--- config.mk ---
export PLATFORM = sky130hd
export DESIGN_NAME = tdm_demux_1x8
export DESIGN_NICKNAME = d
export VERILOG_FILES = /design/src/rtl/tdm_demux_1x8.sv
export SDC_FILE = /design/constraint.sdc
export NUM_CORES = 1
export LEC_CHECK = 0
export ABC_AREA = 1
export BUFFER_PORTS_ARGS = -buffer_cell sky130_fd_sc_hd__buf_2
export CORE_MARGIN = 4
export CORE_UTILIZATION = 60
export DETAILED_ROUTE_END_ITERATION = 10
export PLACE_DENSITY = 0.82
export SLEW_MARGIN = 15
export SYNTH_ARGS = -nofsm -noshare
export SYNTH_HDL_FRONTEND = slang
export SYNTH_SLANG_ARGS = --single-unit
--- constraint.sdc ---
create_clock -name clk_i -period 4.95 [get_ports clk_i]
set_input_delay 0.495 -clock clk_i [delete_from_list [all_inputs] [get_ports clk_i]]
set_output_delay 0.495 -clock clk_i [all_outputs]
set_load 0.01 [all_outputs]
--- src/rtl/tdm_demux_1x8.sv ---
// Receive end of an 8-channel TDM link: locks to SYNC and republishes each good frame on y_o.
// Define TDM_DEMUX_CLR_ON_LOSS_EN to clear y_o whenever lock is lost.
module tdm_demux_1x8 #(
   parameter int unsigned ACQ_FRAMES = 2,
   parameter int unsigned MISS_LIMIT = 2
) (
   input  logic       clk_i,
   input  logic       rst_ni,
   input  logic       en_i,
   input  logic       din_i,
   input  logic       sync_i,
   output logic [7:0] y_o,
   output logic       frame_valid_o,
   output logic       locked_o,
   output logic       sync_err_o,
   output logic [2:0] slot_o
);

   typedef enum logic [1:0] {StHunt, StAcquire, StLocked} state_e;

   state_e     state_q, state_d;
   logic [2:0] slot_q, slot_d;
   logic [6:0] frame_q, frame_d;
   logic [3:0] good_q, good_d;
   logic [3:0] miss_q, miss_d;
   logic [7:0] y_q, y_d;
   logic       fv_q, fv_d;
   logic       err_q, err_d;
   logic [4:0] good_inc;
   logic [4:0] miss_inc;

   assign good_inc = {1'b0, good_q} + 5'd1;
   assign miss_inc = {1'b0, miss_q} + 5'd1;

   always_comb begin
      state_d = state_q;
      slot_d  = slot_q;
      frame_d = frame_q;
      good_d  = good_q;
      miss_d  = miss_q;
      y_d     = y_q;
      fv_d    = 1'b0;
      err_d   = 1'b0;
      if (en_i) begin
         if (state_q == StHunt) begin
            if (sync_i) begin
               frame_d = {6'b0, din_i};
               slot_d  = 3'd1;
               good_d  = 4'd0;
               miss_d  = 4'd0;
               state_d = StAcquire;
            end
         end else if (sync_i && slot_q != 3'd0) begin
            // Early marker: restart the frame on this bit.
            err_d   = 1'b1;
            frame_d = {6'b0, din_i};
            slot_d  = 3'd1;
            good_d  = 4'd0;
            miss_d  = 4'd0;
            state_d = StAcquire;
         end else if (slot_q == 3'd0 && !sync_i) begin
            if (state_q == StLocked && miss_inc < 5'(MISS_LIMIT)) begin
               // Flywheel through a missing marker.
               miss_d     = miss_inc[3:0];
               frame_d[0] = din_i;
               slot_d     = 3'd1;
            end else begin
               err_d   = 1'b1;
               good_d  = 4'd0;
               miss_d  = 4'd0;
               state_d = StHunt;
            end
         end else if (slot_q == 3'd7) begin
            slot_d = 3'd0;
            if (state_q == StLocked || good_inc >= 5'(ACQ_FRAMES)) begin
               state_d = StLocked;
               good_d  = 4'd0;
               y_d     = {din_i, frame_q};
               fv_d    = 1'b1;
            end else begin
               good_d = good_inc[3:0];
            end
         end else begin
            if (slot_q == 3'd0) begin
               miss_d = 4'd0;
            end
            frame_d[slot_q] = din_i;
            slot_d          = slot_q + 3'd1;
         end
      end
`ifdef TDM_DEMUX_CLR_ON_LOSS_EN
      if (state_q == StLocked && state_d != StLocked) begin
         y_d = 8'h00;
      end
`endif
   end

   always_ff @(posedge clk_i) begin
      if (!rst_ni) begin
         state_q <= StHunt;
         slot_q  <= 3'd0;
         frame_q <= 7'd0;
         good_q  <= 4'd0;
         miss_q  <= 4'd0;
         y_q     <= 8'h00;
         fv_q    <= 1'b0;
         err_q   <= 1'b0;
      end else begin
         state_q <= state_d;
         slot_q  <= slot_d;
         frame_q <= frame_d;
         good_q  <= good_d;
         miss_q  <= miss_d;
         y_q     <= y_d;
         fv_q    <= fv_d;
         err_q   <= err_d;
      end
   end

   assign y_o           = y_q;
   assign frame_valid_o = fv_q;
   assign locked_o      = (state_q == StLocked);
   assign sync_err_o    = err_q;
   assign slot_o        = slot_q;

endmodule

==> results of run 1 <==
## per-layer routing
layer  up-vias  share of wire, %
li1        715                 -
met1       622                44
met2        37                49
met3        11               5.1
met4         0               2.7
met5         -                 0
## critical path, delay by kind of cell (launching register included)
family,cells,cell delay (ns)
flip-flops,1,0.46
AND/OR/NAND/NOR,4,0.46
AO/OA/AOI/OAI,2,0.23
buffers and inverters,3,0.39
adder cells (fa/ha/maj),2,0.51
## cell usage in the layout (no fill, tap or decap), types with 3 or more instances in the layout
cell	count
a21oi_1	14
clkbuf_4	5
o21ai_0	14
buf_2	18
nor2_1	34
nand3_2	3
nand4_1	3
nand2_1	44
inv_1	19
nor2_2	3
inv_2	5
ha_1	8
nand3_1	7
nand2_2	4
nor3_1	7
dfxtp_1	30
## power by group
part / switching (mW) / total (mW) / leakage (nW) / internal (mW)
combinational: 0.0943 / 0.137 / 0.511 / 0.0431
clock: 0.0893 / 0.194 / 0.0450 / 0.105
sequential: 0.00786 / 0.257 / 0.243 / 0.249
total: 0.191 / 0.588 / 0.799 / 0.397
## area by class of cell
class | count | share of cell area, %
clock buffers | 5 | 2.18
clock inverters | 3 | 2.33
inverters | 25 | 5.60
multi-input cells | 151 | 47.6
flip-flops and latches | 30 | 34.9
well taps | 30 | 2.18
repair buffers | 18 | 5.24
## logic make-up after synthesis
group | after synthesis
AOI/OAI and AO/OA | 33
and+or+nand+nor | 110
buffers and inverters | 28
DFF | 30
adders and majority gates | 8
## through the flow
stage / utilization [%] / setup slack (ns) / hold WS [ns] / total power [mW] / instance area (µm²)
global route: 70.1 / 2.59 / 0.463 / 0.621 / 1720
floorplan: - / 3.09 / 0.415 / 0.381 / 1540
global placement: 66.9 / 2.99 / 0.425 / 0.394 / 1640
CTS: 70.1 / 2.87 / 0.445 / 0.590 / 1720
detailed placement: 66.9 / 2.89 / 0.431 / 0.399 / 1640
finish: 70.1 / 2.85 / 0.446 / 0.588 / 1720
## state kept, by name (all words and copies together), names as in the netlist
name	cells
frame_q	7
miss_q	4
state_q	2
sync_err_o	1
good_q	4
y_o	8
frame_valid_o	1
slot_o	3
## final timing paths
kind	from	endpoint	slack [ns]	cells after the start
hold / removal	good_q[3]	good_q[3]	0.45	2
setup reg to reg	slot_o[0]	y_o[7]	2.85	11
setup / recovery	slot_o[0]	y_o[7]	2.85	11
hold reg to reg	good_q[3]	good_q[3]	0.45	2
==> impl_metrics.json, run 1 <==
{
  "min_period_ns": 2.10,
  "synth_area_leaders": "dfxtp_1 39%, nand2_1 11%, nor2_1 8.3%",
  "synth_edf_count": 0,
  "chipHeight_um": 58.7,
  "wl_per_cell_um": 12.1,
  "synth-compound-area-share_pct": 12.6,
  "multiInputGateArea_um2": 818,
  "finClkSkew_ns": 0.00980,
  "ir_drop_v": 0.000327,
  "crit_chain": "inv_1 > ha_1 > nand2_1 > inv_1 > ha_1 > nand3_1 > nor2_1 > nand2_1 > inv_2 > o21ai_0 > a21oi_1",
  "synth_cell_types": 27,
  "cap_violations": 0,
  "tightest_slew_ns": 0.523,
  "cp-start-kind": "register",
  "port_buffers": 18,
  "post-cts-setup-buffer-count": 0,
  "core_um2": 2450,
  "dp_cells": 254,
  "grt-ovfl-total": 0,
  "synth_ff_type": "dfxtp_1",
  "ys_ff_latch": 30,
  "placementRows": 18,
  "post_cts_resized": 0,
  "antenna_found_initial": 0,
  "ff_latch_area_um2": 601,
  "grt.met2_usage_pct": 35.3,
  "top_usage_layer": "met2",
  "die_x_um": 58.7,
  "postSynth.asyncResetShare_pct": 0,
  "n_antenna_cell": 0,
  "seq_area_frac_synth_pct": 38.9,
  "leakage_nw": 0.799,
  "vias_per_cell": 5.29,
  "yosys_warnings": 0,
  "final_cells": 262,
  "dieArea_um2": 3450,
  "slowest_stage": "dfxtp_1",
  "timing.setup.tns_ns": 0,
  "cp.required_ns": 5.22,
  "grtUsageTotal_pct": 20.9,
  "crit_arrival_ns": 2.37,
  "grt_max_degree": 17,
  "status": "completed",
  "synth_area_per_cell_um2": 7.39,
  "grt_pass1_vias": 1319,
  "cts_tree": "done",
  "drtIter0Drc": 54,
  "syn_to_final_growth_pct": 11.4,
  "yosys.area_share.adder_pct": 6.48,
  "synth_nets": 222,
  "clk_path_buf_depth": 2,
  "synthTopCellsByCount": "44 x nand2_1, 34 x nor2_1, 30 x dfxtp_1",
  "start_util_pct": 62.9,
  "max_stage_delay_ns": 0.46,
  "min_path_type": "reg2reg",
  "fillers": 201,
  "final_max_slew_viol_count": 0,
  "clockRootBuffer": "clkbuf_4",
  "dpl.hpwl_um": 2430,
  "max_freq_mhz": 477,
  "syn_area_um2": 1540,
  "synth_top_family_by_area": "simple AND/OR/NAND/NOR gates",
  "synth_top_area_share_pct": 38.9,
  "numClockSinks": 30,
  "power-per-cell-area_nw_per_um2": 342,
  "cts_buffers": 5,
  "drc": 0,
  "hold_violations": 0,
  "use_met1_pct": 23.6,
  "ios": 19,
  "post-route-period-util_pct": 42.4,
  "first_pass_iters": 4,
  "critical_path.max_fanout": 10,
  "antenna_left": 0,
  "met3_usage_pct": 6.36,
  "synthSimpleGateAreaFrac_pct": 33.9,
  "slew_headroom_pct": 65.1,
  "grt_setup_unrepaired": "false",
  "syn-instance-count": 209,
  "clk_pin_slew_ns": 0.10,
  "routed_wl_um": 3160,
  "drive_gt1_share_pct": 22.0,
  "worstSetupPathType": "reg2reg",
  "final_nets": 244,
  "synth_mux_area_share_pct": 0,
  "place_congestion": 1.02,
  "synth-xor-area-share_pct": 0,
  "dr_total_vias": 1385,
  "cts_hold_buffers": 0,
  "clk_latency_ns": 0.33,
  "grt_first_pass_wirelength_um": 5490,
  "synth.largest_area_cell": "dfxtp_1",
  "synth_most_common_cell": "nand2_1",
  "worst_setup_path_end_kind": "register",
  "setup_viol": 0,
  "htreeDepth": 2
}
(Power assumes the default switching activity.)
==> run 2: changes to the inputs <==
--- a/config.mk
+++ b/config.mk
@@ -8,9 +8,9 @@
 export ABC_AREA = 1
 export BUFFER_PORTS_ARGS = -buffer_cell sky130_fd_sc_hd__buf_2
 export CORE_MARGIN = 4
-export CORE_UTILIZATION = 60
+export CORE_UTILIZATION = 51
 export DETAILED_ROUTE_END_ITERATION = 10
-export PLACE_DENSITY = 0.82
+export PLACE_DENSITY = 0.74
 export SLEW_MARGIN = 15
 export SYNTH_ARGS = -nofsm -noshare
 export SYNTH_HDL_FRONTEND = slang
==> constraint.sdc (replaced) <==
create_clock -name clk_i -period 1.8 [get_ports clk_i]
set_input_delay 0.18 -clock clk_i [delete_from_list [all_inputs] [get_ports clk_i]]
set_output_delay 0.18 -clock clk_i [all_outputs]
set_load 0.01 [all_outputs]
==> run 2 against run 1 <==
Against the previous run: sequential share of layout area down 3.4 points; combinational power rose to 3.8 times the previous value; clock power up 130%.
==> impl_metrics.json, run 2 (same netlist as run 1, synthesis figures left out) <==
{
  "crit_chain": "inv_2 > ha_4 > nand2_4 > inv_4 > ha_4 > nand3_1 > nor2_4 > nand2_1 > o21ai_0 > nor2_1",
  "timing.setup.tns_ns": 0,
  "critPathMostFrequentCell": "ha_4",
  "power_switching_uw": 588,
  "crit_arrival_ns": 1.99,
  "antenna_found_initial": 0,
  "clockRootBuffer": "clkbuf_4",
  "antenna_left": 0,
  "max_freq_mhz": 576,
  "clk_latency_ns": 0.35,
  "cp-startpoint": "slot_o[1]",
  "vias_per_cell": 5.22,
  "first_pass_iters": 4,
  "dr_total_vias": 1445,
  "tightest_slew_ns": 0.579,
  "grt-ovfl-total": 0,
  "worst_setup_path_end_kind": "register",
  "max_stage_delay_ns": 0.35,
  "finClkSkew_ns": 0.0191,
  "final_cell_mix": "43 x nand2_1, 33 x nor2_1, 28 x dfxtp_1",
  "grtUsageTotal_pct": 19.2,
  "slowest_stage": "dfxtp_2",
  "slew_headroom_pct": 61.4,
  "ff_latch_area_um2": 603,
  "ir_drop_v": 0.000657,
  "dieArea_um2": 3970,
  "drc": 0,
  "cp-start-kind": "register",
  "grt_max_degree": 16,
  "cts_hold_buffers": 0,
  "switching_share_pct": 35.4,
  "r2r_slack_ns": 0.06,
  "power_frac_seq_pct": 42.1,
  "wl_per_cell_um": 12.9,
  "htreeDepth": 2,
  "critical_path.max_fanout": 4,
  "final_nets": 258,
  "power-per-cell-area_nw_per_um2": 868,
  "crit_end": "y_o[5]",
  "placementRows": 19,
  "grt_first_pass_wirelength_um": 6070,
  "cp.required_ns": 2.06,
  "p_int_mw": 1.07,
  "final_common_cell": "nand2_1",
  "drive_gt1_share_pct": 32.5,
  "path_depth": 10,
  "core_um2": 2830,
  "drtIter0Drc": 77,
  "chipHeight_um": 63.0,
  "crit_family": "simple AND/OR/NAND/NOR gates",
  "worstSetupPathType": "reg2reg",
  "r2r-end": "y_o[5]",
  "hold_violations": 0,
  "fillers": 248,
  "place_congestion": 0.825,
  "dp_cells": 263,
  "clk_path_buf_depth": 2,
  "setup_viol": 0,
  "grt_pass1_vias": 1330,
  "cp.buffers_inverters": 2,
  "min_period_ns": 1.74,
  "dpl.hpwl_um": 2430,
  "r2r-start": "slot_o[1]",
  "start_util_pct": 54.6,
  "rr_worst_depth": 10,
  "syn_to_final_growth_pct": 24.0,
  "status": "completed",
  "die_x_um": 63.0,
  "ios": 19,
  "p_comb_share_pct": 31.5,
  "routed_wl_um": 3570,
  "final_max_slew_viol_count": 0,
  "numClockSinks": 30,
  "n_antenna_cell": 0,
  "clk_pin_slew_ns": 0.11,
  "hold_depth": 3,
  "post-route-period-util_pct": 96.4,
  "min_path_type": "in2reg",
  "final_cells": 277,
  "multiInputGateArea_um2": 917,
  "largest_reg_flops": 8,
  "cap_violations": 0,
  "p_clk_share_pct": 26.4,
  "cts_tree": "done",
  "leakage_nw": 0.862,
  "port_buffers": 18,
  "cts_buffers": 5
}
==> run 2: worst register-to-register path, cell delays in order, from the launching register on <==
cell and delay (ns):
dfxtp_2 0.35, inv_2 0.05, ha_4 0.16, nand2_4 0.08, inv_4 0.05, ha_4 0.27
nand3_1 0.13, nor2_4 0.19, nand2_1 0.14, o21ai_0 0.17, nor2_1 0.06
==> run 2: layout make-up <==
| cell class | instances | area share [%] |
|---|---|---|
| Multi-Input combinational cell | 152 | 47.9 |
| Sequential cell | 30 | 31.5 |
| Timing Repair Buffer | 30 | 9.41 |
| Inverter | 25 | 5.42 |
| Clock buffer | 6 | 2.68 |
| Tap cell | 31 | 2.03 |
| Clock inverter | 2 | 0.654 |
| Timing Repair inverter | 1 | 0.392 |
==> run 2: worst min-delay path by stage <==
stage | startpoint | to | slack [ns]
CTS | en_i | sync_err_o | 0.10
floorplan | rst_ni | y_o[5] | 0.32
finish | en_i | sync_err_o | 0.10
global route | en_i | sync_err_o | 0.12
detailed placement | good_q[3] | good_q[3] | 0.44
global placement | good_q[3] | good_q[3] | 0.42
==> run 2: timing repair <==
item                                    CTS  global route
endpoints found under the setup margin   17            18
resized for setup                         7            20
pin swaps                                 2             7
cloned                                    2             0
setup buffers                             0             5
==> run 2: power groups by stage <==
stage          logic (mW)  registers, mW  clock network (mW)
6_report            0.523          0.700               0.438
5_1_grt             0.578          0.703               0.469
4_1_cts             0.441          0.699               0.439
3_5_place_dp        0.416          0.715                   0
3_3_place_gp        0.408          0.714                   0
2_1_floorplan       0.325          0.722                   0
==> run 2: per-stage QoR <==
stage	cell area (µm²)	util [%]	setup WS [ns]	hold slack, ns	power, mW
final	1910	67.7	0.0648	0.103	1.66
after global placement	1710	60.3	0.00794	0.425	1.12
after detailed placement	1710	60.3	-0.0909	0.439	1.13
after floorplan	1550	-	0.0414	0.316	1.05
after global routing	1910	67.7	-0.0650	0.116	1.75
after CTS	1800	63.7	0.00662	0.101	1.58
==> run 2: layer usage <==
layer  track usage (%)  vias to the layer above  wire [µm]
met4              6.89                        0        104
met3              6.47                       15        209
met2              30.3                       39       1630
met5                 0                        -          0
met1              24.0                      647       1620
li1                  -                      744          -
==> run 3: changes to the inputs <==
--- a/config.mk
+++ b/config.mk
@@ -9,8 +9,10 @@
 export BUFFER_PORTS_ARGS = -buffer_cell sky130_fd_sc_hd__buf_2
 export CORE_MARGIN = 4
 export CORE_UTILIZATION = 51
+export CTS_CLUSTER_DIAMETER = 200
 export DETAILED_ROUTE_END_ITERATION = 10
 export PLACE_DENSITY = 0.74
+export SETUP_SLACK_MARGIN = 0.5
 export SLEW_MARGIN = 15
 export SYNTH_ARGS = -nofsm -noshare
 export SYNTH_HDL_FRONTEND = slang
==> run 3 against run 2 <==
Against the previous run: the flow now finishes with violations (negative setup slack); non-clock buffer count grew 14; core utilization is 12 points higher; worst setup slack lost 0.080 ns; sequential power grew 2%; final cell count grew 5.1%; highest routed layer unchanged.
==> impl_metrics.json, run 3 (same netlist as run 1, synthesis figures left out) <==
{
  "cp.required_ns": 2.01,
  "leakage_nw": 0.977,
  "start_util_pct": 54.6,
  "setup_slack_ns": -0.0148,
  "violations": "negative setup slack",
  "hold_start": "din_i",
  "drc": 0,
  "htreeDepth": 2,
  "cts_hold_buffers": 0,
  "dieArea_um2": 3970,
  "drive_gt1_share_pct": 51.2,
  "final_cell_mix": "35 x nand2_1, 25 x nor2_1, 23 x dfxtp_1",
  "grt_max_degree": 16,
  "die_x_um": 63.0,
  "clk_latency_ns": 0.34,
  "p_int_mw": 1.20,
  "setup_viol": 1,
  "power_switching_uw": 735,
  "worstSetupPathType": "reg2reg",
  "grt_pass1_vias": 1425,
  "critical_path.max_fanout": 5,
  "power_frac_seq_pct": 36.8,
  "cts_buffers": 5,
  "routed_wl_um": 5320,
  "core_um2": 2830,
  "post-route-period-util_pct": 101,
  "drtIter0Drc": 140,
  "clk_path_buf_depth": 2,
  "grt-ovfl-total": 0,
  "finClkSkew_ns": 0.00550,
  "worst_setup_path_end_kind": "register",
  "slew_headroom_pct": 56.8,
  "vias_per_cell": 5.85,
  "power-per-cell-area_nw_per_um2": 852,
  "ir_drop_v": 0.000687,
  "min_period_ns": 1.81,
  "grtUsageTotal_pct": 22.9,
  "rr_worst_depth": 13,
  "hold_depth": 3,
  "port_buffers": 18,
  "r2r-end": "good_q[0]",
  "largest_reg_flops": 8,
  "cap_violations": 0,
  "wl_per_cell_um": 18.3,
  "final_nets": 272,
  "r2r_slack_ns": -0.01,
  "crit_arrival_ns": 2.03,
  "fin_util_pct": 80.1,
  "clockRootBuffer": "clkbuf_4",
  "dpl.hpwl_um": 2430,
  "first_pass_iters": 4,
  "final_max_slew_viol_count": 0,
  "ios": 19,
  "clk_pin_slew_ns": 0.11,
  "n_antenna_cell": 0,
  "chipHeight_um": 63.0,
  "dr_total_vias": 1703,
  "p_comb_share_pct": 40.0,
  "final_common_cell": "nand2_1",
  "r2r-start": "slot_o[1]",
  "tightest_slew_ns": 0.647,
  "placementRows": 19,
  "min_path_type": "in2reg",
  "antenna_left": 0,
  "p_clk_share_pct": 23.2,
  "status": "finished with violations",
  "grt_first_pass_wirelength_um": 7070,
  "cp-start-kind": "register",
  "syn_to_final_growth_pct": 46.8,
  "grt_setup_unrepaired": "true",
  "hold_violations": 0,
  "cts_tree": "done",
  "numClockSinks": 30,
  "place_congestion": 0.842,
  "dp_slack_ns": 0.00235,
  "min_to": "y_o[7]",
  "antenna_found_initial": 0,
  "switching_share_pct": 38.0,
  "timing.setup.tns_ns": -0.0148,
  "max_freq_mhz": 551
}
==> run 3: per-layer routing <==
layer  wire length, µm  track usage [%]  share of wire, %  vias to the layer above
li1                  -                -                 -                      778
met1              2130             28.3                40                      806
met2              2580             37.8                48                       95
met3               404             5.40               7.6                       24
met4               212             9.37               4.0                        0
met5                 0                0                 0                        -
==> run 3: worst max-delay path by stage <==
stage,startpoint,endpoint,slack [ns],cells after the start
finish,slot_o[1],good_q[0],-0.01,13
global route,slot_o[0],frame_q[1],-0.06,12
CTS,slot_o[0],miss_q[0],0.14,14
detailed placement,slot_o[0],frame_q[1],0.002,12
global placement,slot_o[0],frame_q[1],0.06,12
floorplan,slot_o[0],good_q[0],0.20,13
==> run 3: cell type report <==
type / count / area (µm²)
Sequential cell: 30 / 617
Timing Repair Buffer: 44 / 329
Timing Repair inverter: 1 / 7.51
Fill cell: 159 / 562
Inverter: 25 / 116
Clock inverter: 2 / 12.5
Tap cell: 31 / 38.8
Multi-Input combinational cell: 152 / 1090
Clock buffer: 6 / 51.3
==> run 3: metrics by stage <==
step | cells | power, mW | cell area, µm² | hold slack [ns]
after CTS | 285 | 1.76 | 2040 | 0.130
after floorplan | 209 | 1.08 | 1600 | 0.321
after global placement | 259 | 1.15 | 1730 | 0.418
after global routing | 291 | 2.01 | 2270 | 0.165
final | 291 | 1.93 | 2270 | 0.160
after detailed placement | 259 | 1.16 | 1730 | 0.422
==> run 3: critical path: stages (launching register included) <==
cell and delay [ns]:
dfxtp_4 0.38, inv_4 0.08, ha_4 0.14, nand2_4 0.06, ha_4 0.17, inv_4 0.07
nand2_4 0.08, buf_4 0.14, nor2_2 0.09, nand3_2 0.15, nand2_2 0.14, inv_4 0.06
nand2_2 0.06, a21oi_2 0.04
==> run 3: timing repair <==
item                                    CTS  global route
cloned                                    2             0
endpoints found under the setup margin   30            32
pin swaps                                20            23
gates resized for setup                  21            51
buffers inserted                         16             6
==> run 3: power by group through the flow <==
stage | clock network, mW | logic (mW) | registers, mW
final | 0.448 | 0.773 | 0.711
after global routing | 0.489 | 0.812 | 0.714
after CTS | 0.445 | 0.608 | 0.702
after detailed placement | 0 | 0.435 | 0.720
after global placement | 0 | 0.426 | 0.720
after floorplan | 0 | 0.356 | 0.723
